[src/rtl/alu_op_sequencer_if.sv]
// Bus bundle for alu_op_sequencer: command handshake, ALU-unit drive/return and result handshake.
// Modport master is the sequencer side; slave is the environment (command source, units, consumer).
interface alu_op_sequencer_if #(
  parameter int Op_Width = 16
);
  logic                Cmd_Valid;
  logic                Cmd_Ready;
  logic [Op_Width-1:0] Cmd_A;
  logic [Op_Width-1:0] Cmd_B;
  logic [3:0]          Cmd_Fun;
  logic [Op_Width-1:0] A;
  logic [Op_Width-1:0] B;
  logic [1:0]          ALU_FUN;
  logic                Arith_En;
  logic                Logic_En;
  logic                CMP_En;
  logic                Shift_En;
  logic [Op_Width-1:0] Unit_Out;
  logic                Unit_Flag;
  logic                Res_Valid;
  logic                Res_Ready;
  logic [Op_Width-1:0] Res_Data;
  logic                Res_Err;

  modport master (
    input  Cmd_Valid, Cmd_A, Cmd_B, Cmd_Fun, Unit_Out, Unit_Flag, Res_Ready,
    output Cmd_Ready, A, B, ALU_FUN, Arith_En, Logic_En, CMP_En, Shift_En,
           Res_Valid, Res_Data, Res_Err
  );

  modport slave (
    output Cmd_Valid, Cmd_A, Cmd_B, Cmd_Fun, Unit_Out, Unit_Flag, Res_Ready,
    input  Cmd_Ready, A, B, ALU_FUN, Arith_En, Logic_En, CMP_En, Shift_En,
           Res_Valid, Res_Data, Res_Err
  );
endinterface

[src/rtl/alu_op_sequencer.sv]
// Single-command ALU sequencer: IDLE -> ISSUE (one unit enable) -> WAIT (unit result) -> HOLD (handoff).
// Optional WAIT timeout is compiled in with `define ALU_SEQ_TIMEOUT_EN (limit TIMEOUT_CYC).
module alu_op_sequencer #(
  parameter int Op_Width    = 16,
  parameter int TIMEOUT_CYC = 4
) (
  input logic                CLK,
  input logic                RST,
  alu_op_sequencer_if.master bus
);

  typedef enum logic [1:0] {IDLE, ISSUE, WAIT, HOLD} state_t;

  state_t              state_q, state_d;
  logic [Op_Width-1:0] a_q, b_q, res_data_q;
  logic [1:0]          fun_q, sel_q;
  logic                accept, capture;

  if (TIMEOUT_CYC < 1) begin : g_cfg_check
    $error("TIMEOUT_CYC must be at least 1");
  end

`ifdef ALU_SEQ_TIMEOUT_EN
  localparam int CntW = $clog2(TIMEOUT_CYC + 1);

  logic [CntW-1:0] tmo_cnt_q;
  logic            tmo_hit, tmo_fire, res_err_q;

  // Hit on the WAIT cycle whose increment would reach the limit: exactly TIMEOUT_CYC WAIT cycles.
  assign tmo_hit = (tmo_cnt_q + CntW'(1)) == CntW'(TIMEOUT_CYC);

  always_ff @(posedge CLK or posedge RST) begin
    if (RST)                                       tmo_cnt_q <= '0;
    else if (state_q == ISSUE)                     tmo_cnt_q <= '0;
    else if ((state_q == WAIT) && !bus.Unit_Flag)  tmo_cnt_q <= tmo_cnt_q + CntW'(1);
  end

  always_ff @(posedge CLK or posedge RST) begin
    if (RST)           res_err_q <= 1'b0;
    else if (capture)  res_err_q <= 1'b0;
    else if (tmo_fire) res_err_q <= 1'b1;
  end

  assign bus.Res_Err = res_err_q;
`else
  assign bus.Res_Err = 1'b0;
`endif

  always_ff @(posedge CLK or posedge RST) begin
    if (RST) state_q <= IDLE;
    else     state_q <= state_d;
  end

  always_comb begin
    state_d = state_q;
    accept  = 1'b0;
    capture = 1'b0;
`ifdef ALU_SEQ_TIMEOUT_EN
    tmo_fire = 1'b0;
`endif
    case (state_q)
      IDLE: begin
        if (bus.Cmd_Valid) begin
          accept  = 1'b1;
          state_d = ISSUE;
        end
      end
      ISSUE: state_d = WAIT;
      WAIT: begin
        // A unit result on the limit cycle wins over the timeout.
        if (bus.Unit_Flag) begin
          capture = 1'b1;
          state_d = HOLD;
        end
`ifdef ALU_SEQ_TIMEOUT_EN
        else if (tmo_hit) begin
          tmo_fire = 1'b1;
          state_d  = HOLD;
        end
`endif
      end
      HOLD: begin
        if (bus.Res_Ready) state_d = IDLE;
      end
      default: state_d = IDLE;
    endcase
  end

  always_ff @(posedge CLK or posedge RST) begin
    if (RST) begin
      a_q        <= '0;
      b_q        <= '0;
      fun_q      <= '0;
      sel_q      <= '0;
      res_data_q <= '0;
    end else begin
      if (accept) begin
        a_q   <= bus.Cmd_A;
        b_q   <= bus.Cmd_B;
        fun_q <= bus.Cmd_Fun[1:0];
        sel_q <= bus.Cmd_Fun[3:2];
      end
      if (capture) res_data_q <= bus.Unit_Out;
`ifdef ALU_SEQ_TIMEOUT_EN
      else if (tmo_fire) res_data_q <= '0;
`endif
    end
  end

  assign bus.Cmd_Ready = (state_q == IDLE);
  assign bus.Res_Valid = (state_q == HOLD);
  assign bus.Res_Data  = res_data_q;
  assign bus.A         = a_q;
  assign bus.B         = b_q;
  assign bus.ALU_FUN   = fun_q;
  assign bus.Arith_En  = (state_q == ISSUE) && (sel_q == 2'b00);
  assign bus.Logic_En  = (state_q == ISSUE) && (sel_q == 2'b01);
  assign bus.CMP_En    = (state_q == ISSUE) && (sel_q == 2'b10);
  assign bus.Shift_En  = (state_q == ISSUE) && (sel_q == 2'b11);

endmodule

[src/flat_wrapper.sv]
// flat-port wrapper written by rule: the top's interface ports become plain ports
module alu_op_sequencer_flat 
#(
  parameter int Op_Width    = 16,
  parameter int TIMEOUT_CYC = 4
)
  (CLK, RST, bus_Cmd_Valid, bus_Cmd_A, bus_Cmd_B, bus_Cmd_Fun, bus_Unit_Out, bus_Unit_Flag, bus_Res_Ready, bus_Cmd_Ready, bus_A, bus_B, bus_ALU_FUN, bus_Arith_En, bus_Logic_En, bus_CMP_En, bus_Shift_En, bus_Res_Valid, bus_Res_Data, bus_Res_Err);
  alu_op_sequencer_if #(.Op_Width(Op_Width)) bus_i ();
  input logic CLK;
  input logic RST;
  input wire logic [$bits(bus_i.Cmd_Valid)-1:0] bus_Cmd_Valid;
  input wire logic [$bits(bus_i.Cmd_A)-1:0] bus_Cmd_A;
  input wire logic [$bits(bus_i.Cmd_B)-1:0] bus_Cmd_B;
  input wire logic [$bits(bus_i.Cmd_Fun)-1:0] bus_Cmd_Fun;
  input wire logic [$bits(bus_i.Unit_Out)-1:0] bus_Unit_Out;
  input wire logic [$bits(bus_i.Unit_Flag)-1:0] bus_Unit_Flag;
  input wire logic [$bits(bus_i.Res_Ready)-1:0] bus_Res_Ready;
  output wire logic [$bits(bus_i.Cmd_Ready)-1:0] bus_Cmd_Ready;
  output wire logic [$bits(bus_i.A)-1:0] bus_A;
  output wire logic [$bits(bus_i.B)-1:0] bus_B;
  output wire logic [$bits(bus_i.ALU_FUN)-1:0] bus_ALU_FUN;
  output wire logic [$bits(bus_i.Arith_En)-1:0] bus_Arith_En;
  output wire logic [$bits(bus_i.Logic_En)-1:0] bus_Logic_En;
  output wire logic [$bits(bus_i.CMP_En)-1:0] bus_CMP_En;
  output wire logic [$bits(bus_i.Shift_En)-1:0] bus_Shift_En;
  output wire logic [$bits(bus_i.Res_Valid)-1:0] bus_Res_Valid;
  output wire logic [$bits(bus_i.Res_Data)-1:0] bus_Res_Data;
  output wire logic [$bits(bus_i.Res_Err)-1:0] bus_Res_Err;
  assign bus_i.Cmd_Valid = bus_Cmd_Valid;
  assign bus_i.Cmd_A = bus_Cmd_A;
  assign bus_i.Cmd_B = bus_Cmd_B;
  assign bus_i.Cmd_Fun = bus_Cmd_Fun;
  assign bus_i.Unit_Out = bus_Unit_Out;
  assign bus_i.Unit_Flag = bus_Unit_Flag;
  assign bus_i.Res_Ready = bus_Res_Ready;
  assign bus_Cmd_Ready = bus_i.Cmd_Ready;
  assign bus_A = bus_i.A;
  assign bus_B = bus_i.B;
  assign bus_ALU_FUN = bus_i.ALU_FUN;
  assign bus_Arith_En = bus_i.Arith_En;
  assign bus_Logic_En = bus_i.Logic_En;
  assign bus_CMP_En = bus_i.CMP_En;
  assign bus_Shift_En = bus_i.Shift_En;
  assign bus_Res_Valid = bus_i.Res_Valid;
  assign bus_Res_Data = bus_i.Res_Data;
  assign bus_Res_Err = bus_i.Res_Err;
  alu_op_sequencer #(.Op_Width(Op_Width), .TIMEOUT_CYC(TIMEOUT_CYC)) u_core (.CLK(CLK), .RST(RST), .bus(bus_i));
endmodule
[config.mk]
export PLATFORM = sky130hd
export DESIGN_NAME = alu_op_sequencer_flat
export DESIGN_NICKNAME = d
export VERILOG_FILES = /design/src/rtl/alu_op_sequencer_if.sv /design/src/rtl/alu_op_sequencer.sv /design/src/flat_wrapper.sv
export SDC_FILE = /design/constraint.sdc
export NUM_CORES = 1
export LEC_CHECK = 0
export BUFFER_PORTS_ARGS = -buffer_cell sky130_fd_sc_hd__buf_2
export CORE_MARGIN = 2
export CORE_UTILIZATION = 49
export CTS_CLUSTER_SIZE = 28
export DETAILED_ROUTE_END_ITERATION = 7
export HOLD_SLACK_MARGIN = 0.15
export PLACE_DENSITY = 0.85
export SLEW_MARGIN = 20
export SYNTH_ARGS = -nofsm -noshare
export SYNTH_HDL_FRONTEND = slang
export SYNTH_SLANG_ARGS = --single-unit
[constraint.sdc]
create_clock -name CLK -period 5.5 [get_ports CLK]
set_clock_uncertainty 0.2 [all_clocks]
set_input_delay 1.1 -clock CLK [delete_from_list [all_inputs] [get_ports CLK]]
set_output_delay 1.1 -clock CLK [all_outputs]
set_load 0.03 [all_outputs]
==> Yosys cells after proc, flatten, opt, wreduce, memory -nomap -nowiden <==
Index checks and enable logic that the tools add are counted.
{ "word_totals": {"elab_cells": 30, "inputBits": 57, "register_bits": 54, "output_inout_bits": 57} }
{ "op_classes": {"eq_ne": 9, "mux": 8, "reduce_logical": 7} }
{ "op_table": {"columns": ["op", "count"], "rows": [
  ["2-bit == test (second input constant)", 4],
  ["2-bit one-hot mux with 4 select lines", 1],
  ["2-bit 2-to-1 mux", 3],
  ["2-bit inequality test (second input constant)", 3],
  ["2-bit by 1-bit == test with 1-bit output (second input constant)", 2],
  ["1-bit logical AND", 4],
  ["2-bit logical NOT", 2],
  ["1-bit 2-to-1 mux", 4],
  ["3-bit AND reduction", 1]
]} }

==> Depth between registers and ports, before layout <==
Gate-level depths: netlist of run 1.
{ "logic_depth": {"word_depth": 3, "mapped_depth": 5, "ltp_nobuf": 4} }

==> Worst setup path before layout of run 1 <==
No wires, ideal clock.
{ "synth_timing": {"path_kind": "flip-flop to output port", "start": "register u_core.state_q[1]", "end": "output bus_Arith_En", "path_buffers": 0, "t_required_ns": 4.200, "path_slack_ns": 2.823, "arrival_ns": 1.377, "stages_incl_launch_ff": 4, "path_cell_list": "dfrtp_1 inv_1 ha_1 nor3b_1"} }
{ "synth_via": {"elab_chain_cells": 2} }
{ "synth_lines": {"columns": ["item", "line_no", "source"], "rows": [
  ["start, declared", "alu_op_sequencer.sv:14", "state_t state_q, state_d;"],
  ["start signal, assigned", "alu_op_sequencer.sv:51", "else state_q <= state_d;"],
  ["2-bit by 1-bit == test with 1-bit output", "alu_op_sequencer.sv:116", "assign bus.Arith_En = (state_q == ISSUE) && (sel_q == 2'b00);"],
  ["1-bit logical AND", "alu_op_sequencer.sv:116", null],
  ["end, declared", "flat_wrapper.sv:22", "output wire logic [$bits(bus_i.Arith_En)-1:0] bus_Arith_En;"]
]} }
No other way between the ends.

==> Final worst setup path of run 1 <==
Same ends and word-level chain as after synthesis.

==> impl_metrics.env, run 1 <==
export IMPL_status="complete, no violations"
export IMPL_ctsLongestPathBuffers=2
export IMPL_wl_met2_um=2220
export IMPL_cts_sinks=54
export IMPL_drv_slew=0
export IMPL_route_detailed_drc=0
export IMPL_first_pass_iters=4
export IMPL_cp_max_fo=4
export IMPL_finalHoldViolations=0
export IMPL_ir_worst_vdd_mv=0.371
export IMPL_synth_top_area_share_pct=59.7
export IMPL_ant_nets=0
export IMPL_synth_top_family_by_area="multiplexers"
export IMPL_clkLatencyLatePin_ns=0.30
export IMPL_synth_top_cells_by_area="dfrtp_1, mux2_4, mux2_2"
export IMPL_grt_pass1_wl_um=6760
export IMPL_start_util_pct=51.3
export IMPL_period_needed_ns=2.71
export IMPL_synth_seq_cells=54
export IMPL_crit_type="reg2out"
export IMPL_relSlewSlack_pct=40.4
export IMPL_powerDensity_nw_per_um2=694
export IMPL_highest_signal_layer="met4"
export IMPL_synth_xor_area_share_pct=0
export IMPL_die_w_um=72.0
export IMPL_crit_slowest_cell="dfrtp_1"
export IMPL_n_fill_cell=326
export IMPL_total_power_mw=2.03
export IMPL_muxShareOfSynthArea_pct=31.3
export IMPL_syn_inst=132
export IMPL_crit_arrival_ns=1.41
export IMPL_cts_htree_levels=2
export IMPL_rows=24
export IMPL_drt_met1_wl_um=1860
export IMPL_r2r_start="u_core.state_q[0]$_DFFE_PP0P_"
export IMPL_viasPerCell=4.76
export IMPL_max_cap_violations=0
export IMPL_syn_area_um2=2260
export IMPL_wirelength_um=4370
export IMPL_cts_resized=0
export IMPL_cp_end_kind="output pin"
export IMPL_initialDrtViolationCount=69
export IMPL_grt_pass1_vias=1511
export IMPL_worst_pin_slew_ns=0.894
export IMPL_ys_types=19
export IMPL_portBuffers=112
export IMPL_grt_max_degree=55
export IMPL_grt_setup_unrepaired="false"
export IMPL_nets=307
export IMPL_grt_total_usage_pct=17.0
export IMPL_cp_start_kind="flip-flop"
export IMPL_synth_area_leader_cell="dfrtp_1"
export IMPL_core_area_um2=4410
export IMPL_cts_setup_buffers=0
export IMPL_dieArea_um2=5180
export IMPL_gp_congestion=0.781
export IMPL_hold_start="u_core.bus.Res_Data[15]$_DFFE_PP0P_"
export IMPL_holdBufCountCts=0
export IMPL_synth_simple_gate_area_share_pct=2.38
export IMPL_cts_tree="built"
export IMPL_hold_path_class="reg2reg"
export IMPL_p_leak_nw=1.61
export IMPL_clock_root_buffer="clkbuf_8"
export IMPL_max_freq_ghz=0.369
export IMPL_tns_ns=0
export IMPL_areaGrowthSynthToFinish_pct=29.4
export IMPL_path_cells="inv_1, ha_1, nor3b_1, buf_2"
export IMPL_clk_pin_slew_ns=0.09
export IMPL_setup_viol=0
export IMPL_antenna_found_initial=0
export IMPL_numCtsBuffers=5
export IMPL_fin_util_pct=66.4
export IMPL_ys_warn_count=0
export IMPL_finalCritPeriodShare_pct=49.3
export IMPL_synth_compound_area_share_pct=1.10
export IMPL_yosysSeqAreaShare_pct=59.7
export IMPL_wl_per_cell_um=14.6
export IMPL_io_pins=114
export IMPL_overflow=0
export IMPL_syn_nets=193
export IMPL_die_h_um=72.0
export IMPL_crit_start="u_core.state_q[1]$_DFFE_PP0P_"
export IMPL_slowest_delay_ns=0.42
export IMPL_rrSetupSlack_ns=3.50
export IMPL_vias=1422
export IMPL_layout_drive_gt1_share_pct=70.9
export IMPL_diodes=0
export IMPL_wl_met3_um=253
export IMPL_dp_hpwl_um=3240
export IMPL_syn_area_per_cell_um2=17.2
export IMPL_synth_fa_ha_area_share_pct=2.21
export IMPL_cp_data_required_time_ns=4.20
critical path: cells and delay by family, from the launching register on:
| family | cells | cell delay [ns] |
|---|---|---|
| buffers and inverters | 2 | 0.31 |
| adders and majority gates | 1 | 0.20 |
| DFF | 1 | 0.42 |
| and+or+nand+nor | 1 | 0.18 |
cells in the mapped netlist (all sizes together):
library cell	n
mux2	53
conb	1
o32a	1
nor2	1
buf	5
inv	5
nand2	3
dfrtp	54
nor3b	1
nor2b	1
a221oi	1
ha	4
and3b	1
and3	1
metal layers:
layer	vias up	track usage, %
li1	679	-
met1	687	19.6
met2	52	29.9
met3	4	4.86
met4	0	6.92
met5	-	0
cell type report:
type	count	area [um^2]	share of cell area, %
Timing Repair Buffer	112	561	19.1
Clock inverter	1	5.00	0.171
Tap cell	52	65.1	2.22
Clock buffer	7	86.3	2.95
Multi-Input combinational cell	68	842	28.7
Sequential cell	54	1350	46.1
Inverter	5	20.0	0.683
kinds of logic (layout without fill, tap and decap cells):
kind of cell	Yosys count	in the layout
multiplexers	53	53
AO/OA/AOI/OAI	2	2
AND/OR/NAND/NOR	8	8
flip-flops	54	54
other	1	1
adder cells (fa/ha/maj)	4	4
buffers and inverters	10	125
per-stage QoR:
step | instances | hold slack [ns] | instance area (um^2) | setup WS (ns)
floorplan | 132 | 0.312 | 2260 | 2.82
global placement | 291 | 0.282 | 2840 | 3.07
detailed placement | 291 | 0.290 | 2840 | 3.05
CTS | 299 | 0.311 | 2930 | 2.78
global route | 299 | 0.324 | 2930 | 2.69
finish | 299 | 0.304 | 2930 | 2.79
flip-flops by register name, indices dropped and copies added (netlist names):
| name | flops |
|---|---|
| u_core.bus.A | 16 |
| u_core.bus.B | 16 |
| u_core.bus.Res_Data | 16 |
| u_core.bus.ALU_FUN | 2 |
| u_core.sel_q | 2 |
| u_core.state_q | 2 |
worst paths after layout:
path | end | depth (start not counted)
max in group asynchronous | u_core.bus.A[8]$_DFFE_PP0P_ | 2
worst max-delay path | bus_Arith_En | 4
worst min-delay path | u_core.bus.Res_Data[15]$_DFFE_PP0P_ | 1
worst min register to register | u_core.bus.Res_Data[15]$_DFFE_PP0P_ | 1
min in group asynchronous | u_core.bus.B[6]$_DFFE_PP0P_ | 2
worst max register to register | u_core.bus.A[0]$_DFFE_PP0P_ | 4
power breakdown:
part / internal, mW / switching [mW]
clock: 0.102 / 0.119
combinational: 0.453 / 0.644
sequential: 0.602 / 0.114
total: 1.16 / 0.877
cell usage in the layout (no fill, tap or decap):
cell	count
a221oi_2	1
o32a_1	1
clkbuf_8	6
clkbuf_1	1
dfrtp_1	54
buf_2	112
and3b_1	1
mux2_1	1
conb_1	1
clkinv_2	2
and3_1	1
nor3b_1	1
nor2b_1	1
nand2_2	1
nor2_1	1
ha_1	4
nand2_1	1
mux2_2	22
nand2_4	1
mux2_4	30
inv_1	4
Note: power is estimated with default switching activity, not from simulation.
==> run 2, diff against run 1 <==
- CORE_UTILIZATION: 49 -> 45
- PLACE_DENSITY: 0.85 -> 0.79
- clock period: 5.5 -> 2.8 ns (I/O delays scaled with it)
==> run 2 against run 1 <==
Against the previous run:
- first-iteration DRC count decreased by 29%
- sequential power up 96%
- power is 100% higher
- register-to-register slack lost 2.7 ns
- flip-flop and latch count unchanged
- combinational power is 96% higher
- routed wire length is 1.8% higher
- global-route usage down 1.0 points
- clock power rose by 140%
==> impl_metrics.env, run 2 (same netlist as run 1, synthesis figures left out) <==
export IMPL_status="complete, no violations"
export IMPL_io_pins=114
export IMPL_cts_htree_levels=2
export IMPL_crit_type="reg2out"
export IMPL_power_internal_mw=2.36
export IMPL_hold_path_class="in2reg"
export IMPL_total_power_mw=4.08
export IMPL_ctsLongestPathBuffers=2
export IMPL_wl_per_cell_um=14.1
export IMPL_initialDrtViolationCount=49
export IMPL_period_needed_ns=2.16
export IMPL_relSlewSlack_pct=57.1
export IMPL_gp_congestion=0.689
export IMPL_cts_setup_buffers=0
export IMPL_setup_viol=0
export IMPL_core_area_um2=4790
export IMPL_fin_cells=315
export IMPL_dp_hpwl_um=3300
export IMPL_ant_nets=0
export IMPL_die_w_um=74.9
export IMPL_drv_slew=0
export IMPL_cp_max_fo=4
export IMPL_mostFrequentLayoutCells="buf_2, dfrtp_1, mux2_4"
export IMPL_clock_root_buffer="clkbuf_8"
export IMPL_n_fill_cell=391
export IMPL_start_util_pct=47.3
export IMPL_die_h_um=74.9
export IMPL_met1_usage_pct=19.0
export IMPL_cts_tree="built"
export IMPL_diodes=0
export IMPL_worst_pin_slew_ns=0.643
export IMPL_gr_usage_met2_pct=26.5
export IMPL_holdBufCountCts=1
export IMPL_cp_top_family="flip-flops"
export IMPL_grt_busiest_layer="met2"
export IMPL_clkLatencyLatePin_ns=0.30
export IMPL_overflow=0
export IMPL_wirelength_um=4450
export IMPL_p_sw_mw=1.72
export IMPL_max_cap_violations=0
export IMPL_clk_pin_slew_ns=0.09
export IMPL_dieArea_um2=5620
export IMPL_switching_share_pct=42.1
export IMPL_cp_end_kind="output pin"
export IMPL_antenna_found_initial=0
export IMPL_slowest_delay_ns=0.42
export IMPL_layout_drive_gt1_share_pct=71.0
export IMPL_cts_sinks=54
export IMPL_viasPerCell=4.62
export IMPL_first_pass_iters=2
export IMPL_cp_data_required_time_ns=2.04
export IMPL_cp_num_buf_inv=2
export IMPL_cp_start_kind="flip-flop"
export IMPL_tns_ns=0
export IMPL_areaGrowthSynthToFinish_pct=32.4
export IMPL_ir_worst_vdd_mv=0.673
export IMPL_finalCritPeriodShare_pct=77.2
export IMPL_fin_util_pct=62.7
export IMPL_route_detailed_drc=0
export IMPL_finalHoldViolations=0
export IMPL_layout_commonest_cell="buf_2"
export IMPL_grt_setup_unrepaired="false"
export IMPL_power_share_combinational_pct=53.0
export IMPL_rows=25
export IMPL_grt_total_usage_pct=16.0
export IMPL_numCtsBuffers=5
export IMPL_crit_slowest_cell="dfrtp_1"
export IMPL_grt_pass1_wl_um=6720
export IMPL_vias=1456
export IMPL_clkPwrFrac_pct=12.8
export IMPL_placed_cells=307
export IMPL_path_cells="inv_1, ha_1, nor3b_1, buf_2"
export IMPL_cts_resized=0
export IMPL_p_leak_nw=1.63
export IMPL_portBuffers=112
export IMPL_grt_pass1_vias=1427
export IMPL_power_frac_seq_pct=34.2
export IMPL_max_freq_ghz=0.463
export IMPL_grtUsageMet3_pct=6.83
export IMPL_crit_arrival_ns=1.40
export IMPL_nets=309
export IMPL_powerDensity_nw_per_um2=1360
export IMPL_grt_max_degree=37
## run 2: changes by cell type in the layout (fill, tap and decap cells not counted), sizes merged
cell / delta
inv: +1
clkinv: -2
dlygate4sd3: +1
buf: +1
bufinv: +1
clkbuf: -1
## run 2: final cells by class
| type | instances | area, um^2 | area share [%] |
|---|---|---|---|
| Sequential cell | 54 | 1350 | 45.1 |
| Multi-Input combinational cell | 68 | 842 | 28.1 |
| Timing Repair Buffer | 114 | 591 | 19.7 |
| Tap cell | 67 | 83.8 | 2.80 |
| Clock buffer | 6 | 82.6 | 2.75 |
| Clock inverter | 1 | 30.0 | 1.00 |
| Inverter | 5 | 18.8 | 0.626 |
## run 2: power by group through the flow
stage	clock network (mW)	registers, mW	logic, mW
floorplan	0	2.15	0.891
global placement	0	1.39	2.16
detailed placement	0	1.41	2.18
CTS	0.536	1.40	2.19
global route	0.573	1.45	2.30
finish	0.521	1.40	2.16
## run 2: layer usage
layer	up-vias	part of all wire, %	routed length, um
met5	-	0	0
met3	4	11	478
met1	685	42	1850
met4	0	0.81	36
met2	78	47	2080
li1	689	-	-
## run 2: worst reg2reg max path: cells and delay by family (launching register included)
kind          cells  cell delay (ns)
buf+inv           1             0.09
mux               1             0.43
flops             1             0.41
simple gates      1             0.50
fa+ha+maj         1             0.29
## run 2: worst paths after layout
path                                                         from                             endpoint  slack (ns)  depth (start not counted)
worst min register to register  u_core.bus.ALU_FUN[0]$_DFFE_PP0P_    u_core.bus.ALU_FUN[0]$_DFFE_PP0P_        0.31                          1
worst max-delay path                u_core.state_q[1]$_DFFE_PP0P_                         bus_Arith_En        0.64                          4
max in group asynchronous                                     RST          u_core.bus.A[4]$_DFFE_PP0P_        1.20                          4
min in group asynchronous                                     RST          u_core.sel_q[1]$_DFFE_PP0P_        0.65                          3
worst min-delay path                             bus_Unit_Out[12]  u_core.bus.Res_Data[12]$_DFFE_PP0P_        0.29                          2
worst max register to register      u_core.state_q[0]$_DFFE_PP0P_         u_core.bus.A[15]$_DFFE_PP0P_        0.76                          4
## run 2: metrics by stage
| stage | setup WS [ns] | area [um^2] | hold WS, ns |
|---|---|---|---|
| 5_1_grt | 0.546 | 3000 | 0.265 |
| 3_5_place_dp | 0.778 | 2880 | 0.287 |
| 4_1_cts | 0.623 | 3000 | 0.274 |
| 2_1_floorplan | 0.663 | 2260 | 0.312 |
| 6_report | 0.638 | 3000 | 0.286 |
| 3_3_place_gp | 0.859 | 2880 | 0.282 |
==> run 3, diff against run 2 <==
- CORE_UTILIZATION: 45 -> 41
- PLACE_DENSITY: 0.79 -> 0.76
- clock period: 2.8 -> 1.9 ns (I/O delays scaled with it)
==> run 3 against run 2 <==
Against the previous run:
- global-route usage rose by 1.7 points
- flip-flop and latch count did not move
- first-iteration DRC count rose by 98%
- critical path type unchanged
- largest cell class unchanged
- largest power group unchanged
==> impl_metrics.env, run 3 (same netlist as run 1, synthesis figures left out) <==
export IMPL_die_h_um=78.3
export IMPL_numCtsBuffers=5
export IMPL_clock_root_buffer="clkbuf_8"
export IMPL_p_leak_nw=1.87
export IMPL_nets=364
export IMPL_cp_data_required_time_ns=1.32
export IMPL_io_pins=114
export IMPL_grt_pass1_vias=1781
export IMPL_setup_viol=0
export IMPL_clkPwrFrac_pct=11.9
export IMPL_start_util_pct=41.9
export IMPL_switching_share_pct=42.4
export IMPL_layout_commonest_cell="buf_2"
export IMPL_power_internal_mw=3.62
export IMPL_overflow=0
export IMPL_route_detailed_drc=0
export IMPL_drv_slew=0
export IMPL_status="complete, no violations"
export IMPL_mostFrequentLayoutCells="buf_2, dlygate4sd3_1, dfrtp_1"
export IMPL_die_w_um=78.3
export IMPL_grt_pass1_wl_um=8370
export IMPL_setup_ws_ns=0.0208
export IMPL_fin_util_pct=66.8
export IMPL_first_pass_iters=4
export IMPL_grt_setup_unrepaired="true"
export IMPL_cts_sinks=54
export IMPL_grt_max_degree=55
export IMPL_ant_nets=0
export IMPL_core_area_um2=5410
export IMPL_clk_pin_slew_ns=0.10
export IMPL_period_needed_ns=1.88
export IMPL_worst_r2r_path_depth=4
export IMPL_cts_htree_levels=2
export IMPL_rows=27
export IMPL_path_cells="inv_2, ha_4, nor3b_4, buf_6"
export IMPL_portBuffers=112
export IMPL_cp_max_fo=4
export IMPL_layout_drive_gt1_share_pct=60.5
export IMPL_crit_slowest_cell="dfrtp_1"
export IMPL_vias=1701
export IMPL_pre_cts_ws_ns=0.144
export IMPL_cts_tree="built"
export IMPL_max_freq_ghz=0.532
export IMPL_gp_congestion=0.734
export IMPL_dp_hpwl_um=3420
export IMPL_grt_total_usage_pct=17.8
export IMPL_cp_start_kind="flip-flop"
export IMPL_finalCritPeriodShare_pct=98.9
export IMPL_wl_per_cell_um=14.5
export IMPL_antenna_found_initial=0
export IMPL_ctsLongestPathBuffers=2
export IMPL_ir_worst_vdd_mv=0.949
export IMPL_hold_path_class="reg2reg"
export IMPL_rrSetupSlack_ns=0.09
export IMPL_cp_end_kind="output pin"
export IMPL_crit_type="reg2out"
export IMPL_areaGrowthSynthToFinish_pct=59.5
export IMPL_power_share_combinational_pct=54.7
export IMPL_p_sw_mw=2.66
export IMPL_wirelength_um=5450
export IMPL_power_frac_seq_pct=33.4
export IMPL_finalHoldViolations=0
export IMPL_whs_path_depth=1
export IMPL_initialDrtViolationCount=97
export IMPL_max_cap_violations=0
export IMPL_slowest_delay_ns=0.40
export IMPL_dieArea_um2=6130
export IMPL_powerDensity_nw_per_um2=1740
export IMPL_viasPerCell=4.52
export IMPL_diodes=0
export IMPL_clkLatencyLatePin_ns=0.29
export IMPL_crit_arrival_ns=1.30
## run 3: cell types whose count changed in the layout (fill, tap and decap cells not counted), moves of 2 or more
cell,previous run,this run
buf_4,0,5
ha_4,0,2
ha_1,4,2
buf_2,112,107
dlygate4sd3_1,1,53
## run 3: power groups by stage
| stage | clock [mW] | combinational (mW) | sequential (mW) |
|---|---|---|---|
| finish | 0.748 | 3.43 | 2.09 |
| global route | 0.822 | 3.61 | 2.16 |
| CTS | 0.774 | 3.39 | 2.07 |
| detailed placement | 0 | 3.25 | 2.09 |
| global placement | 0 | 3.20 | 2.06 |
| floorplan | 0 | 1.31 | 3.17 |
## run 3: final timing paths
check | startpoint | to
setup / recovery | u_core.state_q[1]$_DFFE_PP0P_ | bus_Arith_En
hold / removal | u_core.bus.Res_Data[5]$_DFFE_PP0P_ | u_core.bus.Res_Data[5]$_DFFE_PP0P_
setup reg to reg | u_core.state_q[0]$_DFFE_PP0P_ | u_core.bus.Res_Data[10]$_DFFE_PP0P_
hold reg to reg | u_core.bus.Res_Data[5]$_DFFE_PP0P_ | u_core.bus.Res_Data[5]$_DFFE_PP0P_
max in group asynchronous | RST | u_core.bus.A[2]$_DFFE_PP0P_
min in group asynchronous | RST | u_core.bus.Res_Data[0]$_DFFE_PP0P_
## run 3: final cells by class
| type | count | area (um^2) |
|---|---|---|
| Fill cell | 388 | 1790 |
| Sequential cell | 54 | 1350 |
| Timing Repair Buffer | 169 | 1160 |
| Multi-Input combinational cell | 68 | 878 |
| Tap cell | 72 | 90.1 |
| Clock buffer | 6 | 72.6 |
| Clock inverter | 2 | 37.5 |
| Inverter | 5 | 18.8 |
## run 3: per-stage QoR
stage / TNS, ns / hold WS [ns] / area [um^2] / power [mW] / cells
finish: 0 / 0.309 / 3610 / 6.28 / 376
detailed placement: 0 / 0.256 / 2920 / 5.34 / 314
floorplan: 0 / 0.312 / 2270 / 4.48 / 132
global route: -0.0662 / 0.324 / 3610 / 6.59 / 376
global placement: 0 / 0.253 / 2920 / 5.26 / 314
CTS: -0.0101 / 0.311 / 3580 / 6.23 / 376
## run 3: timing repair
item                                    CTS  global route
resized for setup                         6             7
hold endpoints to repair                106             0
buffers inserted                          1             0
hold buffers                             53             0
endpoints found under the setup margin    5             5
## run 3: metal layers
layer  vias up  wire length (um)  track usage (%)
met4         0               104             7.19
met3         9               191             2.41
li1        791                 -                -
met5         -                 0                0
met1       845              2120             20.5
met2        56              3030             33.0
## run 3: worst max-delay path: cells and delay by family (launching register included)
family / cells / cell delay [ns]
buf+inv: 2 / 0.26
flops: 1 / 0.40
simple gates: 1 / 0.20
fa+ha+maj: 1 / 0.15
